### src/rtl/serial_adder_ctrl.sv
// Bit-serial adder controller: latches two N-bit operands and a carry-in,
// feeds one bit pair per clock to an external one-bit full adder, recirculates
// the carry and assembles the N-bit sum (LSB first).
module serial_adder_ctrl #(
  parameter int unsigned N = 8
) (
  input  logic         clk,
  input  logic         rst_n,
  input  logic         start,
  input  logic [N-1:0] a_in,
  input  logic [N-1:0] b_in,
  input  logic         cin_in,
  output logic         fa_a,
  output logic         fa_b,
  output logic         fa_cin,
  input  logic         fa_s,
  input  logic         fa_cout,
  output logic         busy,
  output logic         done,
  output logic [N-1:0] sum_out,
  output logic         cout_out
);

  localparam int unsigned CW = $clog2(N) + 1;

  typedef enum logic [1:0] {StIdle, StRun, StDone} state_t;

  state_t         state;
  logic [N-1:0]   a_sh;
  logic [N-1:0]   b_sh;
  logic [N-1:0]   sum_sh;
  logic [N-1:0]   sum_next;
  logic           carry;
  logic [CW-1:0]  count;

  // New sum bit enters at the MSB; after N shifts bit 0 lands at position 0.
  // Written as a shifted concatenation so that N=1 elaborates cleanly.
  always_comb begin
    sum_next = N'({fa_s, sum_sh} >> 1);
  end

  // Full-adder operands are driven only while running, straight from registers.
  always_comb begin
    fa_a   = 1'b0;
    fa_b   = 1'b0;
    fa_cin = 1'b0;
    if (state == StRun) begin
      fa_a   = a_sh[0];
      fa_b   = b_sh[0];
      fa_cin = carry;
    end
  end

  // Controller FSM with datapath registers and registered status outputs.
  always_ff @(posedge clk) begin
    if (!rst_n) begin
      state    <= StIdle;
      a_sh     <= '0;
      b_sh     <= '0;
      sum_sh   <= '0;
      carry    <= 1'b0;
      count    <= '0;
      sum_out  <= '0;
      cout_out <= 1'b0;
      busy     <= 1'b0;
      done     <= 1'b0;
    end else begin
      unique case (state)
        StIdle: begin
          done <= 1'b0;
          if (start) begin
            a_sh  <= a_in;
            b_sh  <= b_in;
            carry <= cin_in;
            count <= '0;
            busy  <= 1'b1;
            state <= StRun;
          end
        end
        StRun: begin
          a_sh   <= a_sh >> 1;
          b_sh   <= b_sh >> 1;
          sum_sh <= sum_next;
          carry  <= fa_cout;
          count  <= count + 1'b1;
          if (count == CW'(N - 1)) begin
            sum_out  <= sum_next;
            cout_out <= fa_cout;
            done     <= 1'b1;
            state    <= StDone;
          end
        end
        StDone: begin
          // start is not looked at here; it is only accepted back in idle.
          done  <= 1'b0;
          busy  <= 1'b0;
          state <= StIdle;
        end
        default: begin
          done  <= 1'b0;
          busy  <= 1'b0;
          state <= StIdle;
        end
      endcase
    end
  end

endmodule

### config.mk
export PLATFORM = sky130hd
export DESIGN_NAME = serial_adder_ctrl
export DESIGN_NICKNAME = d
export VERILOG_FILES = /design/src/rtl/serial_adder_ctrl.sv
export SDC_FILE = /design/constraint.sdc
export NUM_CORES = 1
export LEC_CHECK = 0
export ABC_CLOCK_PERIOD_IN_PS = 1850
export CAP_MARGIN = 20
export CORE_MARGIN = 5
export CORE_UTILIZATION = 42
export DETAILED_ROUTE_END_ITERATION = 6
export GPL_ROUTABILITY_DRIVEN = 0
export PLACE_DENSITY = 0.69
export REMOVE_ABC_BUFFERS = 1
export SYNTH_ARGS = -nofsm -noshare
export SYNTH_HDL_FRONTEND = slang
export SYNTH_SLANG_ARGS = --single-unit
### constraint.sdc
create_clock -name clk -period 1.85 [get_ports clk]
set_input_delay 0.37 -clock clk [delete_from_list [all_inputs] [get_ports clk]]
set_output_delay 0.37 -clock clk [all_outputs]
set_load 0.02 [all_outputs]
# After elaboration in Yosys (flattened, before gate mapping)
# Index checks and enable logic that the tools add are counted.
# op_classes
add_sub_neg	1
eq_ne	4
mux	16
n_bitwise	1
reduce_logical	7
# ops
cell	n
one-hot mux 8 bit (2 select lines)	2
two-way mux 8 bit	2
AND reduction 2 bit	5
one-hot mux 4 bit (2 select lines)	1
two-way mux 1 bit	5
adder 4 x 1 -> 4 bit (second input constant)	1
equality test 4 x 3 -> 1 bit (second input constant)	1
two-way mux 2 bit	2
two-way mux 4 bit	1
one-hot mux 1 bit (2 select lines)	2
one-hot mux 2 bit (2 select lines)	1
equality test 2 x 1 -> 1 bit (second input constant)	1
zero test 2 bit	1
!= test 2 x 1 -> 1 bit (second input constant)	1
!= test 2 bit (second input constant)	1
nonzero test 2 bit	1
NOT 1 bit	1
# word_totals
regBits	42
in_bits	22
out_inout_bits	14

# Depth between registers and ports, before layout
# logic_depth
depth_word	3
mapped_depth	6
ltp_nobuf	4

# Least setup slack after synthesis
# No wires, ideal clock.
# synth_path
path_kind	reg-to-reg
startpoint	register count[0]
endpoint	register cout_out
setup_ps	117
t_arrival_ps	1314
required_time_ps	1733
slack_ps	420
path_stages_with_launch	7
path_buffers	2
period_less_slack_ps	1430
path_cell_list	dfxtp_1 -> ha_1 -> and3b_1 -> buf_6 -> and3_4 -> buf_6 -> a22o_1
# synth_between
elab_chain_cells	2
# synth_lines
item	line_no	rtl
from (decl)	34	logic [CW-1:0] count;
from (signal assigned)	85	count <= count + 1'b1;
equality test 4 x 3 -> 1 bit	86	if (count == CW'(N - 1)) begin
AND reduction 2 bit (no line)	--	
to (signal assigned)	88	cout_out <= fa_cout;
to (decl)	21	output logic cout_out
# No other way between the ends.
# A chain may end at the register's enable or synchronous reset.

# Final worst setup path
# layout_path
startpoint	register state[0]
endpoint	register b_sh[6]
# layout_between
elab_chain_cells	3
word_cells_on_any_way	6
classes_between	eq/ne (2); mux (1); reduce/logical (3)
# layout_lines
item	line_no	rtl
from (decl)	28	state_t state;
from (signal assigned)	57	state <= StIdle;
from (signal assigned)	77	state <= StRun;
from (signal assigned)	90	state <= StDone;
equality test 2 x 1 -> 1 bit or zero test 2 bit (tied branches)	68	unique case (state)
nonzero test 2 bit (no line) or != test 2 bit (tied branches)	--	
AND reduction 2 bit (no line)	--	
to (signal assigned)	73	b_sh <= b_in;
to (signal assigned)	82	b_sh <= b_sh >> 1;
to (decl)	30	logic [N-1:0] b_sh;
# Parallel ways exist; a longest one is shown, timed or not.

==> out/metrics.csv <==
stage,metric,value,unit
layout,Finished Cell Area,2210,um^2
routing,vias per inst,5.32,
sta,hold violation count in the final report,0,
routing,antenna-violating nets left,0,
sta,Slew HR,0.558,
setup_path,Critical Path AT,1.88,ns
routing,post-detailed-route DRC marker count,0,
clocking,CTS max path bufs,2,
routing,drt first pass iters,4,
yosys,top post-synthesis cells by area,"dfxtp_1, o221a_2, a21oi_1",
placed_design,I/O Buffers,35,
clocking,hold_buf cts,0,
setup_path,crit-path cells,"buf_4, nor2_1, nor2_2, o221a_1",
placed_design,dpl cell area,2100,um^2
global_routing,initial antenna violation count,0,
job,MaxCap Viol Count,0,
yosys,Main synth FF type,dfxtp_1,
yosys,Ys Warns,0,
die,die height,74.2,um
die,Initial Util,0.433,
sta,unrepaired setup endpoints after global routing,false,
yosys,Synth Register Bits,41,
global_routing,GRT Resource Usage Total,0.151,
clocking,CTS root buf,clkbuf_8,
yosys,Synth Area in Simple Gates,0.184,
global_routing,first-pass GRT wire length,6440,um
die,Die W,74.2,um
die,Ports,36,
yosys,Syn Area/Cell,9.46,um^2
setup_path,worst path bufs/invs,1,
yosys,compound-cell area share of the yosys netlist,0.262,
pwr,VDD IR-drop max,405,uV
sta,total negative slack,0,ns
setup_path,Setup crit end kind,flop,
clocking,CTS clock-pin slew for the worst setup and hold paths,0.07,ns
run_status,status,"complete, no violations",
setup_path,WS Path Type,reg -> reg,
setup_path,max incr delay on CP,0.53,ns
yosys,Yosys cell types,32,
setup_path,worst-path maximum fanout,34,
clocking,latest clock arrival within the worst-skew pair,0.29,ns
layout,fin cells,268,
pwr,Cell Pwr Density,863,nW/um^2
global_routing,total grt overflow,0,
routing,DR vias,1427,
layout,filler instances,357,
yosys,Post-Synthesis Cells,183,
pwr,Pleak,0.000867,uW
yosys,"count leader, synth",dfxtp_1,
global_routing,vias in the first global route,1427,
sta,fmax,0.605,GHz
setup_path,Worst setup SP type,flop,
clocking,CTS sink cnt,41,
sta,setup violators final,0,
layout,Layout area overhead,27.9,%
setup_path,"CP delay by family, top",simple AND/OR/NAND/NOR gates,
yosys,"Seq/Total Area, Yosys",0.474,
placed_design,placed cells,260,
clocking,TritonCTS clock tree,built,
yosys,Adder-Cell Fraction of Synth Area,0.00723,
die,die area,5500,um^2
yosys,synth cell count leaders,"dfxtp_1, a21oi_1, nand2_1, nor2_1, nor2b_1",
sta,Final Slew Violations,0,
yosys,synthesized cell area,1730,um^2
routing,WL/cell,14.5,um
hold_path,hold crit path type,reg -> reg,
yosys,Async SR Flop Fraction,0,
clocking,H-Tree Depth,2,
yosys,largest family of logic cells by synthesized area,compound AO/OA/AOI/OAI gates,
routing,1st-iter DRT viols,99,
setup_path,CP required,2.08,ns
die,Core Footprint,4000,um^2
yosys,Synth top area share,0.474,
clocking,CTS Buf Count,5,
sta,clock skew,0.00634,ns
placed_design,dpl hpwl,2740,um
layout,layout cells sized above 1,0.138,
yosys,post-synthesis mux area share,0,
global_routing,largest net degree at the start of global routing,35,
yosys,"EDFF count, synth",0,
sta,final period utilization,0.894,
routing,final wirelength,3880,um
layout,Diodes inserted,0,
sta,Worst-Margin Slew,0.663,ns
die,std cell rows,23,
setup_path,Worst path slowest cell,nor2_2,
sta,fin crit period,1.65,ns
yosys,dominant cell type by area after synthesis,dfxtp_1,
layout,Final #Nets,240,
yosys,xor/xnor cell area share of the yosys netlist,0,
cell type report:
cell class	instances	area, um^2	share of cell area
Tap cell	50	62.6	0.0283
Sequential cell	41	821	0.371
Timing Repair Buffer	43	407	0.184
Inverter	6	22.5	0.0102
Clock inverter	1	30.0	0.0136
Clock buffer	7	86.3	0.0390
Multi-Input combinational cell	120	785	0.354
layer usage:
| metal | global-route usage | routed length [um] | share of wire | vias up |
|---|---|---|---|---|
| li1 | - | - | - | 717 |
| met1 | 0.176 | 1670 | 0.43 | 680 |
| met2 | 0.267 | 1990 | 0.51 | 26 |
| met3 | 0.0243 | 155 | 0.040 | 4 |
| met4 | 0.0744 | 57 | 0.015 | 0 |
| met5 | 0 | 0 | 0 | - |
power by group:
part           total, uW  leakage (uW)  internal (uW)  switching [uW]
Clock                733     0.0000585            440             293
Sequential           945      0.000336            922            22.3
Combinational        232      0.000473            125             108
Total               1910      0.000867           1490             423
cells in the final DEF, fill, tap and decap left out, drive strengths merged:
cell	count
o21bai	1
nand3b	2
dfxtp	41
a211oi	2
nand3	2
o221a	15
or3	1
bufinv	1
and3	1
a41o	1
buf	8
nand2	17
a2bb2oi	4
a22oi	3
nor2b	12
nor2	18
clkdlybuf4s50	32
and2	3
a21oi	21
nor3	1
inv	6
a22o	8
ha	1
a31oi	2
nor3b	1
dlygate4sd2	3
nand2b	3
and3b	1
clkbuf	7
flip-flops by register name, summed over array words and instances, names as in the netlist:
| register | count |
|---|---|
| b_sh | 8 |
| sum_sh | 7 |
| a_sh | 8 |
| state | 2 |
| sum_out | 8 |
| done | 1 |
| cout_out | 1 |
| carry | 1 |
| busy | 1 |
| count | 4 |
metrics by stage:
step                hold WS, ns  utilization  power (uW)  setup slack, ns
floorplan                 0.437            -        1090          0.00924
global placement          0.433        0.525        1190           0.0628
detailed placement        0.450        0.525        1200         -0.00713
CTS                       0.461        0.553        1930            0.196
global route              0.494        0.553        2000           0.0437
finish                    0.461        0.553        1910            0.196
path summary, 6_finish.rpt:
| path | cells past startpoint | from | slack, ns | end |
|---|---|---|---|---|
| worst min-delay path | 2 | busy$_SDFFE_PN0P_ | 0.46 | busy$_SDFFE_PN0P_ |
| worst min register to register | 2 | busy$_SDFFE_PN0P_ | 0.46 | busy$_SDFFE_PN0P_ |
| worst max register to register | 4 | state[0]$_SDFFE_PN0P_ | 0.20 | b_sh[6]$_SDFFE_PN0P_ |
| worst max-delay path | 4 | state[0]$_SDFFE_PN0P_ | 0.20 | b_sh[6]$_SDFFE_PN0P_ |
kinds of logic (layout without fill, tap and decap cells):
kind of cell,count (synthesis),count (layout)
flip-flops,41,41
adder cells (fa/ha/maj),1,1
AO/OA/AOI/OAI,57,57
AND/OR/NAND/NOR,62,62
buffers and inverters,22,57
worst reg2reg max path, delay by kind of cell, from the launching register on:
kind	cells	cell delay, ns
and+or+nand+nor	2	0.66
DFF	1	0.34
buffers and inverters	1	0.30
AOI/OAI and AO/OA	1	0.29
timing repair:
item	in CTS	in global routing
resized for setup	3	0
setup endpoints to repair	3	0
setup buffers	0	0
Power figures use the tool's default switching activity.
